**config.mk**
```make
export PLATFORM = sky130hd
export DESIGN_NAME = dmem_arbiter_flat
export DESIGN_NICKNAME = d
export VERILOG_FILES = /design/src/rtl/dmem_arbiter_if.sv /design/src/rtl/dmem_arbiter.sv /design/src/flat_wrapper.sv
export SDC_FILE = /design/constraint.sdc
export NUM_CORES = 1
export LEC_CHECK = 0
export CAP_MARGIN = 15
export CORE_ASPECT_RATIO = 0.75
export CORE_MARGIN = 4
export CORE_UTILIZATION = 30
export DETAILED_ROUTE_END_ITERATION = 8
export GPL_TIMING_DRIVEN = 0
export PLACE_DENSITY_LB_ADDON = 0.15
export SLEW_MARGIN = 30
export SYNTH_ARGS = -nofsm -noshare
export SYNTH_HDL_FRONTEND = slang
export SYNTH_SLANG_ARGS = --single-unit
```
**constraint.sdc**
```tcl
create_clock -name clk_i -period 3.2 [get_ports clk_i]
set_clock_uncertainty 0.2 [all_clocks]
set_input_delay 0.32 -clock clk_i [delete_from_list [all_inputs] [get_ports clk_i]]
set_output_delay 0.32 -clock clk_i [all_outputs]
set_load 0.03 [all_outputs]
```
**src/rtl/dmem_arbiter_if.sv**
```systemverilog
// Request/response and DMEM bus bundle for dmem_arbiter.
// slave = arbiter view, master = requesters/memory environment view.
interface dmem_arbiter_if #(
    parameter int DATA_WIDTH = 32,
    parameter int ADDR_WIDTH = 32
);
    logic                  cpu_req;
    logic                  cpu_we;
    logic [ADDR_WIDTH-1:0] cpu_addr;
    logic [DATA_WIDTH-1:0] cpu_wdata;
    logic                  cpu_gnt;
    logic                  cpu_stall;
    logic                  cpu_rvalid;
    logic [DATA_WIDTH-1:0] cpu_rdata;

    logic                  dma_req;
    logic                  dma_we;
    logic [ADDR_WIDTH-1:0] dma_addr;
    logic [DATA_WIDTH-1:0] dma_wdata;
    logic                  dma_lock;
    logic                  dma_gnt;
    logic                  dma_rvalid;
    logic [DATA_WIDTH-1:0] dma_rdata;

    logic                  mem_read;
    logic                  mem_write;
    logic [ADDR_WIDTH-1:0] mem_addr;
    logic [DATA_WIDTH-1:0] mem_wdata;
    logic [DATA_WIDTH-1:0] mem_rdata;

    modport slave (
        input  cpu_req, cpu_we, cpu_addr, cpu_wdata,
        output cpu_gnt, cpu_stall, cpu_rvalid, cpu_rdata,
        input  dma_req, dma_we, dma_addr, dma_wdata, dma_lock,
        output dma_gnt, dma_rvalid, dma_rdata,
        output mem_read, mem_write, mem_addr, mem_wdata,
        input  mem_rdata
    );

    modport master (
        output cpu_req, cpu_we, cpu_addr, cpu_wdata,
        input  cpu_gnt, cpu_stall, cpu_rvalid, cpu_rdata,
        output dma_req, dma_we, dma_addr, dma_wdata, dma_lock,
        input  dma_gnt, dma_rvalid, dma_rdata,
        input  mem_read, mem_write, mem_addr, mem_wdata,
        output mem_rdata
    );
endinterface

```
**src/rtl/dmem_arbiter.sv**
```systemverilog
// Core/DMA arbiter for the single-ported DMEM with bounded locked DMA bursts.
// Define DMEM_ARB_ROUND_ROBIN_EN for alternating conflict resolution; default favours the core.
module dmem_arbiter #(
    parameter int DATA_WIDTH = 32,
    parameter int ADDR_WIDTH = 32,
    parameter int LOCK_MAX   = 8
) (
    input  logic           clk_i,
    input  logic           rst_i,
    dmem_arbiter_if.slave  bus
);
    localparam int CW = $clog2(LOCK_MAX + 1);
    localparam logic [CW-1:0] LOCK_MAX_C = CW'(LOCK_MAX);
`ifdef DMEM_ARB_ROUND_ROBIN_EN
    localparam bit RoundRobin = 1'b1;
`else
    localparam bit RoundRobin = 1'b0;
`endif

    typedef enum logic {OWNER_CPU, OWNER_DMA} owner_e;

    owner_e                last_owner_q, last_owner_d;
    logic                  locked_q, locked_d;
    logic [CW-1:0]         lock_cnt_q, lock_cnt_d;
    logic                  cpu_rvalid_q, cpu_rvalid_d;
    logic                  dma_rvalid_q, dma_rvalid_d;
    logic [DATA_WIDTH-1:0] cpu_rdata_q, cpu_rdata_d;
    logic [DATA_WIDTH-1:0] dma_rdata_q, dma_rdata_d;

    logic                  cpu_gnt, dma_gnt, conflict_to_dma, lock_hold;

    always_comb begin
        cpu_gnt         = 1'b0;
        dma_gnt         = 1'b0;
        conflict_to_dma = RoundRobin && (last_owner_q == OWNER_CPU);
        lock_hold       = locked_q && (lock_cnt_q < LOCK_MAX_C);
        if (bus.cpu_req && bus.dma_req) begin
            if (locked_q) begin
                dma_gnt = lock_hold;
                cpu_gnt = !lock_hold;
            end else begin
                dma_gnt = conflict_to_dma;
                cpu_gnt = !conflict_to_dma;
            end
        end else begin
            cpu_gnt = bus.cpu_req;
            dma_gnt = bus.dma_req;
        end
    end

    always_comb begin
        last_owner_d = last_owner_q;
        locked_d     = locked_q;
        lock_cnt_d   = lock_cnt_q;
        cpu_rvalid_d = cpu_gnt && !bus.cpu_we;
        dma_rvalid_d = dma_gnt && !bus.dma_we;
        cpu_rdata_d  = cpu_rvalid_d ? bus.mem_rdata : cpu_rdata_q;
        dma_rdata_d  = dma_rvalid_d ? bus.mem_rdata : dma_rdata_q;

        if (cpu_gnt) last_owner_d = OWNER_CPU;
        if (dma_gnt) last_owner_d = OWNER_DMA;

        if (dma_gnt && bus.dma_lock) locked_d = 1'b1;
        else if (!bus.dma_lock || !bus.dma_req) locked_d = 1'b0;

        // The grant that takes the lock already counts against the waiting core.
        if (dma_gnt && bus.dma_lock && bus.cpu_req) lock_cnt_d = lock_cnt_q + CW'(1);
        else if (cpu_gnt || !bus.cpu_req || !locked_d) lock_cnt_d = '0;
    end

    always_ff @(posedge clk_i) begin
        if (rst_i) begin
            last_owner_q <= OWNER_DMA;
            locked_q     <= 1'b0;
            lock_cnt_q   <= '0;
            cpu_rvalid_q <= 1'b0;
            dma_rvalid_q <= 1'b0;
            cpu_rdata_q  <= '0;
            dma_rdata_q  <= '0;
        end else begin
            last_owner_q <= last_owner_d;
            locked_q     <= locked_d;
            lock_cnt_q   <= lock_cnt_d;
            cpu_rvalid_q <= cpu_rvalid_d;
            dma_rvalid_q <= dma_rvalid_d;
            cpu_rdata_q  <= cpu_rdata_d;
            dma_rdata_q  <= dma_rdata_d;
        end
    end

    assign bus.cpu_gnt    = cpu_gnt;
    assign bus.dma_gnt    = dma_gnt;
    assign bus.cpu_stall  = bus.cpu_req && !cpu_gnt;
    assign bus.cpu_rvalid = cpu_rvalid_q;
    assign bus.dma_rvalid = dma_rvalid_q;
    assign bus.cpu_rdata  = cpu_rdata_q;
    assign bus.dma_rdata  = dma_rdata_q;

    assign bus.mem_read   = (cpu_gnt && !bus.cpu_we) || (dma_gnt && !bus.dma_we);
    assign bus.mem_write  = (cpu_gnt && bus.cpu_we) || (dma_gnt && bus.dma_we);
    assign bus.mem_addr   = cpu_gnt ? bus.cpu_addr  : (dma_gnt ? bus.dma_addr  : '0);
    assign bus.mem_wdata  = cpu_gnt ? bus.cpu_wdata : (dma_gnt ? bus.dma_wdata : '0);
endmodule

```
**src/flat_wrapper.sv**
```systemverilog
// flat-port wrapper written by rule: the top's interface ports become plain ports
module dmem_arbiter_flat 
#(
    parameter int DATA_WIDTH = 32,
    parameter int ADDR_WIDTH = 32,
    parameter int LOCK_MAX   = 8
)
  (clk_i, rst_i, bus_cpu_req, bus_cpu_we, bus_cpu_addr, bus_cpu_wdata, bus_cpu_gnt, bus_cpu_stall, bus_cpu_rvalid, bus_cpu_rdata, bus_dma_req, bus_dma_we, bus_dma_addr, bus_dma_wdata, bus_dma_lock, bus_dma_gnt, bus_dma_rvalid, bus_dma_rdata, bus_mem_read, bus_mem_write, bus_mem_addr, bus_mem_wdata, bus_mem_rdata);
  dmem_arbiter_if #(.DATA_WIDTH(DATA_WIDTH), .ADDR_WIDTH(ADDR_WIDTH)) bus_i ();
  input  logic clk_i;
  input  logic rst_i;
  input wire logic [$bits(bus_i.cpu_req)-1:0] bus_cpu_req;
  input wire logic [$bits(bus_i.cpu_we)-1:0] bus_cpu_we;
  input wire logic [$bits(bus_i.cpu_addr)-1:0] bus_cpu_addr;
  input wire logic [$bits(bus_i.cpu_wdata)-1:0] bus_cpu_wdata;
  output wire logic [$bits(bus_i.cpu_gnt)-1:0] bus_cpu_gnt;
  output wire logic [$bits(bus_i.cpu_stall)-1:0] bus_cpu_stall;
  output wire logic [$bits(bus_i.cpu_rvalid)-1:0] bus_cpu_rvalid;
  output wire logic [$bits(bus_i.cpu_rdata)-1:0] bus_cpu_rdata;
  input wire logic [$bits(bus_i.dma_req)-1:0] bus_dma_req;
  input wire logic [$bits(bus_i.dma_we)-1:0] bus_dma_we;
  input wire logic [$bits(bus_i.dma_addr)-1:0] bus_dma_addr;
  input wire logic [$bits(bus_i.dma_wdata)-1:0] bus_dma_wdata;
  input wire logic [$bits(bus_i.dma_lock)-1:0] bus_dma_lock;
  output wire logic [$bits(bus_i.dma_gnt)-1:0] bus_dma_gnt;
  output wire logic [$bits(bus_i.dma_rvalid)-1:0] bus_dma_rvalid;
  output wire logic [$bits(bus_i.dma_rdata)-1:0] bus_dma_rdata;
  output wire logic [$bits(bus_i.mem_read)-1:0] bus_mem_read;
  output wire logic [$bits(bus_i.mem_write)-1:0] bus_mem_write;
  output wire logic [$bits(bus_i.mem_addr)-1:0] bus_mem_addr;
  output wire logic [$bits(bus_i.mem_wdata)-1:0] bus_mem_wdata;
  input wire logic [$bits(bus_i.mem_rdata)-1:0] bus_mem_rdata;
  assign bus_i.cpu_req = bus_cpu_req;
  assign bus_i.cpu_we = bus_cpu_we;
  assign bus_i.cpu_addr = bus_cpu_addr;
  assign bus_i.cpu_wdata = bus_cpu_wdata;
  assign bus_cpu_gnt = bus_i.cpu_gnt;
  assign bus_cpu_stall = bus_i.cpu_stall;
  assign bus_cpu_rvalid = bus_i.cpu_rvalid;
  assign bus_cpu_rdata = bus_i.cpu_rdata;
  assign bus_i.dma_req = bus_dma_req;
  assign bus_i.dma_we = bus_dma_we;
  assign bus_i.dma_addr = bus_dma_addr;
  assign bus_i.dma_wdata = bus_dma_wdata;
  assign bus_i.dma_lock = bus_dma_lock;
  assign bus_dma_gnt = bus_i.dma_gnt;
  assign bus_dma_rvalid = bus_i.dma_rvalid;
  assign bus_dma_rdata = bus_i.dma_rdata;
  assign bus_mem_read = bus_i.mem_read;
  assign bus_mem_write = bus_i.mem_write;
  assign bus_mem_addr = bus_i.mem_addr;
  assign bus_mem_wdata = bus_i.mem_wdata;
  assign bus_i.mem_rdata = bus_mem_rdata;
  dmem_arbiter #(.DATA_WIDTH(DATA_WIDTH), .ADDR_WIDTH(ADDR_WIDTH), .LOCK_MAX(LOCK_MAX)) u_core (.clk_i(clk_i), .rst_i(rst_i), .bus(bus_i));
endmodule
```
==> impl_metrics.json <==
{
  "status": "finished, final reports clean",
  "drtPass1Iterations": 5,
  "highest_layer": "met4",
  "synth_async_sr_flop_share_pct": 0,
  "holdCritPathClass": "flip-flop to flip-flop",
  "grt.overflow.total": 0,
  "core_um2": 11600,
  "drv_cap": 0,
  "start_util_pct": 30.6,
  "vias_per_cell": 4.62,
  "holdCritStartpoint": "u_core.lock_cnt_q[0]$_SDFFE_PP0P_",
  "wirelength_um": 16000,
  "synth_flop_cell": "dfxtp_1",
  "rsz0062_at_grt": "no",
  "critPathArrivalTime_ns": 2.56,
  "synthDistinctLibCells": 26,
  "r2r_cells": 5,
  "cts_htree_levels": 3,
  "r2r-start": "u_core.lock_cnt_q[3]$_SDFFE_PP0P_",
  "cp.required_ns": 2.68,
  "grt_pass1_vias": 3919,
  "final_common_cell": "clkdlybuf4s50_1",
  "ant_nets": 0,
  "crit_start": "bus_cpu_req",
  "grt_pass1_wl_um": 22700,
  "vdd_drop_max_v": 0.000218,
  "hold_violations": 0,
  "cp_max_fo": 10,
  "die_h_um": 102,
  "yosys_warnings": 0,
  "syn_inst": 354,
  "yosysSeqAreaShare_pct": 39.9,
  "power.total_mw": 2.87,
  "vias": 3842,
  "p_leak_nw": 3.33,
  "max_slew_margin_pct": 65.3,
  "period_share_pct": 96.4,
  "tightest_slew_ns": 0.521,
  "fp.dieArea_um2": 13700,
  "avgSynthCellArea_um2": 10.1,
  "met1_length_um": 6870,
  "cts-root-to-sink-buffers": 2,
  "row_count": 34,
  "portBuffers": 300,
  "syn_nets": 522,
  "dp_hpwl_um": 12900,
  "start_kind": "primary input",
  "setup_viol": 0,
  "post-route-drc-count": 0,
  "grt_max_degree": 12,
  "maxSlewViolCount": 0,
  "worstHoldPathCells": 1,
  "wl_met3_um": 1120,
  "drive_gt1_share_pct": 5.22,
  "cts_tree": "done",
  "antenna_found_initial": 0,
  "p_per_area_nw_per_um2": 400,
  "cts_buffers": 9,
  "ctsHoldBuffers": 0,
  "drtIter0Drc": 141,
  "end_kind": "output pin",
  "ios": 302,
  "min_period_ns": 3.08,
  "clkTransAtPathRegs_ns": 0.06,
  "clock-root-buffer": "clkbuf_16",
  "setup_tns_ns": 0,
  "synth_edf_count": 0,
  "dr_wl_met2_um": 7850,
  "antenna_cells": 0,
  "insertion_delay_ns": 0.33,
  "fmax_mhz": 324,
  "globalplace.congestion": 0.772,
  "area_delta_synth_final_pct": 101,
  "nets": 833,
  "syn_area_um2": 3560,
  "mostFrequentLayoutCells": "clkdlybuf4s50_1 (260), nand2b_1 (97), dfxtp_1 (71), a22o_1 (65), mux2i_1 (64)",
  "clock_sinks": 71,
  "grt_usage_pct": 21.5,
  "wire_per_inst_um": 19.3,
  "ys_seq_elements": 71,
  "critPathKind": "primary input to output pin",
  "die_x_um": 134
}
[critical path, stage by stage]
cell and delay, ns:
clkdlybuf4s50_1 0.64, inv_2 0.10, nor2_1 0.19, clkbuf_1 0.37, a22o_1 0.25, clkdlybuf4s50_1 0.69
[where the power goes]
| part | internal (mW) | switching [mW] |
|---|---|---|
| clock | 0.680 | 0.363 |
| combinational | 0.455 | 0.426 |
| sequential | 0.922 | 0.0207 |
| total | 2.06 | 0.810 |
[path summary, 6_finish.rpt]
| path | slack (ns) | end |
|---|---|---|
| max | 0.12 | bus_mem_wdata[6] |
| min | 0.26 | u_core.lock_cnt_q[0]$_SDFFE_PP0P_ |
| max reg2reg | 1.31 | u_core.bus.dma_rdata[28]$_SDFFE_PP0P_ |
| min reg2reg | 0.26 | u_core.lock_cnt_q[0]$_SDFFE_PP0P_ |
[cell usage after synthesis (all sizes together) (2+ instances only)]
| library cell | n | area, um^2 |
|---|---|---|
| clkbuf | 15 | 56.3 |
| dfxtp | 71 | 1420 |
| nand2b | 97 | 607 |
| mux2i | 64 | 641 |
| nand3 | 2 | 10.0 |
| nor2b | 2 | 12.5 |
| a21boi | 2 | 18.8 |
| a22o | 65 | 569 |
| buf | 18 | 105 |
| nor2 | 6 | 22.5 |
[layout make-up]
| class | count | area, um^2 |
|---|---|---|
| repair buffers | 300 | 3100 |
| fillers | 974 | 4440 |
| plain buffers | 33 | 164 |
| clock inverters | 4 | 70.1 |
| flip-flops and latches | 71 | 1420 |
| clock buffers | 12 | 236 |
| multi-input cells | 249 | 1970 |
| well taps | 162 | 203 |
| inverters | 1 | 3.75 |
[state kept, by name, indices dropped and copies added, names as in the netlist]
register               cells
u_core.bus.cpu_rdata      32
u_core.bus.dma_rvalid      1
u_core.lock_cnt_q          4
u_core.bus.dma_rdata      32
u_core.locked_q            1
u_core.bus.cpu_rvalid      1
[cell families (layout without fill, tap and decap cells)]
group	Yosys count	count (layout)	synth area share (%)
adder cells (fa/ha/maj)	1	1	0.352
buffers and inverters	34	350	4.64
flip-flops	71	71	39.9
multiplexers	64	64	18.0
AND/OR/NAND/NOR	113	113	19.5
AO/OA/AOI/OAI	69	69	17.1
XOR/XNOR	2	2	0.492
[repair_timing]
action,CTS,global route
gates resized for setup,1,42
setup buffers,0,0
endpoints found under the setup margin,1,42
[layer usage]
metal	vias to the layer above	GRT usage, %
met5	-	0
met4	0	4.90
met3	21	7.28
met2	141	36.2
met1	1796	27.0
li1	1884	-
[through the flow]
stage / instances / utilization [%] / worst slack [ns] / hold slack, ns / cell area, um^2
2_1_floorplan: 354 / - / 1.11 / 0.218 / 3560
3_3_place_gp: 816 / 58.2 / 0.0554 / 0.229 / 6760
3_5_place_dp: 816 / 58.2 / -0.00125 / 0.245 / 6760
4_1_cts: 832 / 60.9 / 0.00102 / 0.259 / 7070
5_1_grt: 832 / 61.7 / 0.00179 / 0.287 / 7170
6_report: 832 / 61.7 / 0.115 / 0.260 / 7170
Note: power is estimated with default switching activity, not from simulation.
